--- config.mk ---
export PLATFORM = sky130hd
export DESIGN_NAME = load_unit
export DESIGN_NICKNAME = d
export VERILOG_FILES = /design/src/rtl/rv32i_pkg.sv /design/src/rtl/load_extend.sv /design/src/rtl/load_unit.sv
export SDC_FILE = /design/constraint.sdc
export NUM_CORES = 1
export LEC_CHECK = 0
export ABC_AREA = 1
export CAP_MARGIN = 25
export CORE_UTILIZATION = 42
export CTS_CLUSTER_SIZE = 20
export DETAILED_ROUTE_END_ITERATION = 8
export PLACE_DENSITY = 0.83
export SETUP_SLACK_MARGIN = 0.2
export SLEW_MARGIN = 10
export SYNTH_ARGS = -nofsm -noshare
export SYNTH_HDL_FRONTEND = slang
export SYNTH_SLANG_ARGS = --single-unit
--- constraint.sdc ---
create_clock -name clk -period 1.8 [get_ports clk]
set_input_delay 0.27 -clock clk [delete_from_list [all_inputs] [get_ports clk]]
set_output_delay 0.27 -clock clk [all_outputs]
set_load 0.05 [all_outputs]
--- src/rtl/rv32i_pkg.sv ---
// -----------------------------------------------------------------------------
// rv32i_pkg
//   Shared types and constants for the rv32i memory stage.
//   - XLEN          : datapath / address width
//   - word_t        : XLEN-wide data word
//   - LOAD_*        : funct3 encodings of the integer load instructions
//   - load_state_e  : state encoding of the load engine
//   - load_misaligned() : natural-alignment test for a load request
// -----------------------------------------------------------------------------
package rv32i_pkg;

  localparam int XLEN = 32;

  typedef logic [XLEN-1:0] word_t;

  localparam logic [2:0] LOAD_LB  = 3'd0;
  localparam logic [2:0] LOAD_LH  = 3'd1;
  localparam logic [2:0] LOAD_LW  = 3'd2;
  localparam logic [2:0] LOAD_LBU = 3'd4;
  localparam logic [2:0] LOAD_LHU = 3'd5;

  typedef enum logic [1:0] {
    IDLE = 2'd0,
    ADDR = 2'd1,
    RESP = 2'd2
  } load_state_e;

  // Halfwords must sit on an even byte, words on lane 0. Encodings that are
  // not a defined byte/half load behave as a word load.
  function automatic logic load_misaligned(input logic [2:0] funct3,
                                           input logic [1:0] offset);
    logic result;
    case (funct3)
      LOAD_LB, LOAD_LBU: result = 1'b0;
      LOAD_LH, LOAD_LHU: result = offset[0];
      default:           result = (offset != 2'b00);
    endcase
    return result;
  endfunction

endpackage

--- src/rtl/load_extend.sv ---
// -----------------------------------------------------------------------------
// load_extend
//   Combinational lane select and sign/zero extension of a read word.
//   Kept separate so a store-to-load forwarding path can reuse it.
// Ports:
//   i_rdata   in  XLEN  raw word from the data bus
//   i_offset  in  2     byte offset of the load (address bits [1:0])
//   i_funct3  in  3     load type (LB/LH/LW/LBU/LHU; others act as LW)
//   o_data    out XLEN  aligned and extended result
// -----------------------------------------------------------------------------
module load_extend
  import rv32i_pkg::*;
#(
  parameter int XLEN = 32
) (
  input  logic [XLEN-1:0] i_rdata,
  input  logic [1:0]      i_offset,
  input  logic [2:0]      i_funct3,
  output logic [XLEN-1:0] o_data
);

  logic [7:0]  w_byte;
  logic [15:0] w_half;

  // A halfword only looks at offset bit 1, so an odd offset folds down to
  // the enclosing even halfword.
  assign w_byte = i_rdata[8*i_offset +: 8];
  assign w_half = i_rdata[16*i_offset[1] +: 16];

  always_comb begin
    case (i_funct3)
      LOAD_LB:  o_data = {{(XLEN-8){w_byte[7]}}, w_byte};
      LOAD_LH:  o_data = {{(XLEN-16){w_half[15]}}, w_half};
      LOAD_LBU: o_data = {{(XLEN-8){1'b0}}, w_byte};
      LOAD_LHU: o_data = {{(XLEN-16){1'b0}}, w_half};
      default:  o_data = i_rdata;
    endcase
  end

endmodule

--- src/rtl/load_unit.sv ---
// -----------------------------------------------------------------------------
// load_unit
//   Memory-stage load engine. Accepts one decoded load, issues a word-aligned
//   read on the data bus, waits for the response and returns the aligned,
//   extended value to write-back as a one-cycle valid pulse.
//
// Build option:
//   LOAD_MISALIGN_TRAP_EN  when defined, misaligned LH/LHU/LW requests skip
//                          the bus and return o_load_err=1 one cycle after
//                          acceptance. When undefined, low address bits below
//                          natural alignment are ignored.
//
// Ports:
//   clk, rst        core clock, synchronous active-high reset
//   i_req_valid     load request from execute
//   o_req_ready     unit is idle and can accept a request
//   i_req_addr      effective byte address
//   i_req_funct3    load type
//   o_dbus_arvalid  read address valid
//   i_dbus_arready  read address accepted
//   o_dbus_araddr   word-aligned read address
//   i_dbus_rvalid   read data valid
//   o_dbus_rready   unit accepts read data (RESP only)
//   i_dbus_rdata    read word
//   i_dbus_rerr     bus error, qualified by rvalid
//   o_load_valid    one-cycle result pulse
//   o_load_data     extended result, held between pulses
//   o_load_err      bus/alignment error, qualified by o_load_valid
// -----------------------------------------------------------------------------
module load_unit
  import rv32i_pkg::*;
#(
  parameter int XLEN = 32
) (
  input  logic            clk,
  input  logic            rst,
  input  logic            i_req_valid,
  output logic            o_req_ready,
  input  logic [XLEN-1:0] i_req_addr,
  input  logic [2:0]      i_req_funct3,
  output logic            o_dbus_arvalid,
  input  logic            i_dbus_arready,
  output logic [XLEN-1:0] o_dbus_araddr,
  input  logic            i_dbus_rvalid,
  output logic            o_dbus_rready,
  input  logic [XLEN-1:0] i_dbus_rdata,
  input  logic            i_dbus_rerr,
  output logic            o_load_valid,
  output logic [XLEN-1:0] o_load_data,
  output logic            o_load_err
);

  load_state_e     r_state;
  logic            r_arvalid;
  logic [XLEN-1:0] r_araddr;
  logic [1:0]      r_offset;
  logic [2:0]      r_funct3;
  logic            r_load_valid;
  logic [XLEN-1:0] r_load_data;
  logic            r_load_err;

  load_state_e     w_state_nxt;
  logic            w_arvalid_nxt;
  logic [XLEN-1:0] w_araddr_nxt;
  logic [1:0]      w_offset_nxt;
  logic [2:0]      w_funct3_nxt;
  logic            w_load_valid_nxt;
  logic [XLEN-1:0] w_load_data_nxt;
  logic            w_load_err_nxt;
  logic [XLEN-1:0] w_extended;
  logic            w_misalign;

`ifdef LOAD_MISALIGN_TRAP_EN
  assign w_misalign = load_misaligned(i_req_funct3, i_req_addr[1:0]);
`else
  assign w_misalign = 1'b0;
`endif

  // Extension works on the captured offset/type, since the request inputs
  // are only valid in the acceptance cycle.
  load_extend #(
    .XLEN (XLEN)
  ) u_load_extend (
    .i_rdata  (i_dbus_rdata),
    .i_offset (r_offset),
    .i_funct3 (r_funct3),
    .o_data   (w_extended)
  );

  // NOTE: every output of this block gets a default before the case, so no
  // path leaves a signal unassigned and no latch is inferred.
  always_comb begin
    w_state_nxt      = r_state;
    w_arvalid_nxt    = r_arvalid;
    w_araddr_nxt     = r_araddr;
    w_offset_nxt     = r_offset;
    w_funct3_nxt     = r_funct3;
    w_load_valid_nxt = 1'b0;
    w_load_data_nxt  = r_load_data;
    w_load_err_nxt   = r_load_err;
    o_req_ready      = 1'b0;
    o_dbus_rready    = 1'b0;

    case (r_state)
      IDLE: begin
        o_req_ready = 1'b1;
        if (i_req_valid) begin
          w_offset_nxt = i_req_addr[1:0];
          w_funct3_nxt = i_req_funct3;
          if (w_misalign) begin
            // Trap without touching the bus; the pulse lands next cycle and
            // the unit is already idle again for the following request.
            w_load_valid_nxt = 1'b1;
            w_load_err_nxt   = 1'b1;
            w_load_data_nxt  = '0;
          end else begin
            w_araddr_nxt  = {i_req_addr[XLEN-1:2], 2'b00};
            w_arvalid_nxt = 1'b1;
            w_state_nxt   = ADDR;
          end
        end
      end

      ADDR: begin
        if (i_dbus_arready) begin
          w_arvalid_nxt = 1'b0;
          w_state_nxt   = RESP;
        end
      end

      RESP: begin
        o_dbus_rready = 1'b1;
        if (i_dbus_rvalid) begin
          w_load_valid_nxt = 1'b1;
          w_load_err_nxt   = i_dbus_rerr;
          w_load_data_nxt  = i_dbus_rerr ? '0 : w_extended;
          w_state_nxt      = IDLE;
        end
      end

      default: begin
        w_arvalid_nxt = 1'b0;
        w_state_nxt   = IDLE;
      end
    endcase
  end

  // NOTE: state is updated with non-blocking assignments so every register
  // samples the pre-edge values regardless of statement order.
  always_ff @(posedge clk) begin
    if (rst) begin
      r_state      <= IDLE;
      r_arvalid    <= 1'b0;
      r_araddr     <= '0;
      r_offset     <= 2'b00;
      r_funct3     <= LOAD_LW;
      r_load_valid <= 1'b0;
      r_load_data  <= '0;
      r_load_err   <= 1'b0;
    end else begin
      r_state      <= w_state_nxt;
      r_arvalid    <= w_arvalid_nxt;
      r_araddr     <= w_araddr_nxt;
      r_offset     <= w_offset_nxt;
      r_funct3     <= w_funct3_nxt;
      r_load_valid <= w_load_valid_nxt;
      r_load_data  <= w_load_data_nxt;
      r_load_err   <= w_load_err_nxt;
    end
  end

  assign o_dbus_arvalid = r_arvalid;
  assign o_dbus_araddr  = r_araddr;
  assign o_load_valid   = r_load_valid;
  assign o_load_data    = r_load_data;
  assign o_load_err     = r_load_err;

endmodule

==> flow_metrics.py <==
metrics = {
    "floorplan": {
        "core_um2": 7408,
        "core.rowCount": 31,
        "die_y_um": 90.57,
        "dieArea_um2": 8202,
        "io-pin-count": 142,
        "start_util": 0.4447,
        "dieWidth_um": 90.57,
    },
    "synthesis": {
        "muxShareOfSynthArea": 0,
        "yosys_most_used_dff": "dfxtp_1",
        "netlist.top_cell.by_area": "dfxtp_1",
        "yosys_warnings": 0,
        "synth_top_cell_area_share": 0.4375,
        "synthArstFlopShare": 0,
        "yosys.area_share.simple": 0.3054,
        "syn_area_um2": 3294,
        "seq_area_frac_synth": 0.4375,
        "synthCells": 468,
        "synthXorXnorAreaFrac": 0,
        "synth_compound_area_frac": 0.1831,
        "synth_fa_ha_area_frac": 0,
        "ys_top_cells_by_area": "dfxtp_1, nor2_1, nand2_1, o21ai_0, a21oi_1",
        "avgSynthCellArea_um2": 7.039,
        "synth_edf_count": 0,
        "netlist-cell-type-count": 27,
        "synth_top_family_by_area": "simple AND/OR/NAND/NOR gates",
        "synth-seq-cells": 72,
    },
    "cts": {
        "tritoncts": "done",
        "numCtsBuffers": 9,
        "clkLatencyLatePin_ns": 0.33,
        "path_clk_slew_ns": 0.08,
        "cts-root-buf": "clkbuf_8",
        "clk_path_buf_depth": 2,
        "cts_setup_buffers": 0,
        "cts_sinks": 72,
        "h-tree-depth": 3,
    },
    "cells_and_area": {
        "antennaDiodeCount": 0,
        "register_area_um2": 1443,
        "nets": 674,
        "multi_input_area_um2": 1627,
        "area_growth_pct": 47.59,
        "fill_cells": 687,
        "fin_cells": 704,
        "layout-drive-gt1-share": 0.1339,
    },
    "sta": {
        "tns_ns": 0,
        "relSlewSlack": 0.6409,
        "maxSlewViolCount": 0,
        "hold_viol_final": 0,
        "setup_viol": 0,
        "fin_skew_ns": 0.008846,
        "max_freq_mhz": 665.2,
        "period_share": 0.8352,
        "grt_setup_unrepaired": "no",
        "tightest_slew_ns": 0.5408,
        "min_period_ns": 1.503,
    },
    "placement": {
        "place_congestion": 0.8249,
        "hpwl_um": 7088,
        "port-buffer-count": 139,
        "dp.cells": 689,
    },
    "power": {
        "p_comb_frac": 0.262,
        "leakagePower_nw": 2.150,
        "p_int_mw": 2.521,
        "p_clk_frac": 0.281,
        "p_per_area_nw_per_um2": 776.0,
        "switching_share": 0.3318,
        "ir_worst_vdd_v": 0.0005722,
        "power_switching_mw": 1.252,
        "seqPwrFrac": 0.458,
    },
    "route": {
        "wl_um": 9553,
        "drtIter0Drc": 117,
        "vias": 3572,
        "drt-pass1-iter-count": 4,
        "vias_per_cell": 5.074,
        "drc": 0,
        "wl_per_cell_um": 13.57,
        "ant_nets": 0,
    },
    "min_path": {
        "min_path_type": "flop to flop",
    },
    "setup_path": {
        "slowest_stage": "dlygate4sd2_1",
        "worst_ep_required_time_ns": 1.53,
        "crit_buf_inv": 1,
        "reg2reg_slack_ns": 0.33,
        "crit_arrival_ns": 1.23,
        "worstPathMaxFanout": 2,
        "worstPathCellList": "dlygate4sd2_1",
        "max_stage_delay_ns": 0.57,
        "cp_top_family": "buffers and inverters",
        "cp-start-kind": "flop",
        "worstSetupPathType": "flop to output pin",
        "crit_path_end_kind": "output pin",
    },
    "global_routing": {
        "grt_usage": 0.2368,
        "grt_pass1_wl_um": 15790,
        "grt_overflow_total": 0,
        "met2_usage": 0.4249,
        "grt_pass1_vias": 3455,
        "grt_max_degree": 38,
        "grtUsageMet1": 0.2606,
        "use_met3": 0.07660,
        "antenna_found_initial": 0,
        "busiest_layer": "met2",
    },
    "run_status": {
        "outcome": "completed",
    },
    "run": {
        "cap_violations": 0,
    },
}
[power groups by stage]
stage	Sequential, mW	Combinational (mW)	Clock [mW]
after global routing	1.74	1.07	1.16
after global placement	1.76	1.01	0
after detailed placement	1.77	1.03	0
after CTS	1.73	0.989	1.09
final	1.73	0.988	1.06
after floorplan	2.00	0.380	0
[layer usage]
metal  vias to the layer above  wire, µm
met5                         -         0
met4                         0       148
met3                        13       962
met2                       158      4684
met1                      1636      3757
li1                       1765         -
[path summary, 6_finish.rpt]
| check | startpoint | to | cells past startpoint |
|---|---|---|---|
| worst max-delay path | o_dbus_araddr[12] | o_dbus_araddr[12] | 1 |
| worst min-delay path | o_load_err | o_load_err | 2 |
| worst max register to register | r_state[1] | o_load_data[22] | 7 |
| worst min register to register | o_load_err | o_load_err | 2 |
[state kept, by name, indices dropped and copies added (netlist names)]
| register | count |
|---|---|
| o_load_err | 1 |
| o_load_valid | 1 |
| r_offset | 2 |
| r_funct3 | 3 |
| o_load_data | 32 |
| o_dbus_arvalid | 1 |
| r_state | 2 |
| o_dbus_araddr | 30 |
[area by class of cell]
type	instances	area share
flip-flops and latches	72	0.2967
inverters	20	0.01647
clock buffers	11	0.02702
multi-input cells	346	0.3345
clock inverters	4	0.004632
well taps	99	0.02548
repair buffers	152	0.2952
[placed cells by master (no fill, tap or decap), drive strengths merged, types with 14 or more instances in the layout]
master         synthesis  final
a21oi                 49     49
buf                   18     29
clkdlybuf4s50          0     72
dfxtp                 72     72
dlygate4sd2            0     51
inv                   20     20
nand2                 96     96
nand3                 14     14
nor2                 124    124
o21ai                 43     43
[what timing repair did]
item | in CTS | in global routing
gates resized for setup | 51 | 2
pin swaps | 0 | 0
endpoints found under the setup margin | 51 | 6
hold buffers | 0 | 0
endpoints found under the hold margin | 0 | 0
[cell usage after synthesis, types with 2 or more instances]
cell and number:
nand2_2 14, o211ai_1 13, o21ai_0 43, dfxtp_1 72, inv_2 2, nor2_2 2
a21oi_2 10, buf_2 14, clkbuf_1 13, inv_1 17, nand2_4 2, a21oi_1 39
nand2_1 80, nand4_1 2, buf_4 2, nor2_1 121, nand3_1 12
[cells by family (layout without fill, tap and decap cells)]
group | Yosys count | in the layout
compound gates | 106 | 106
simple gates | 238 | 238
buf+inv | 51 | 187
flops | 72 | 72
other cells | 1 | 2
[through the flow]
step             util  power, mW  hold slack (ns)  instance area (µm²)  worst slack (ns)
6_report       0.6563      3.773           0.4651                 4862            0.2966
5_1_grt        0.6563      3.960           0.4944                 4862            0.2006
4_1_cts        0.6558      3.800           0.4660                 4858            0.2790
3_5_place_dp   0.6436      2.795           0.4539                 4768           0.09578
3_3_place_gp   0.6436      2.773           0.4510                 4768            0.1550
2_1_floorplan       -      2.384           0.4004                 3306            0.3048
No activity file was read; power rests on OpenSTA's default activity.
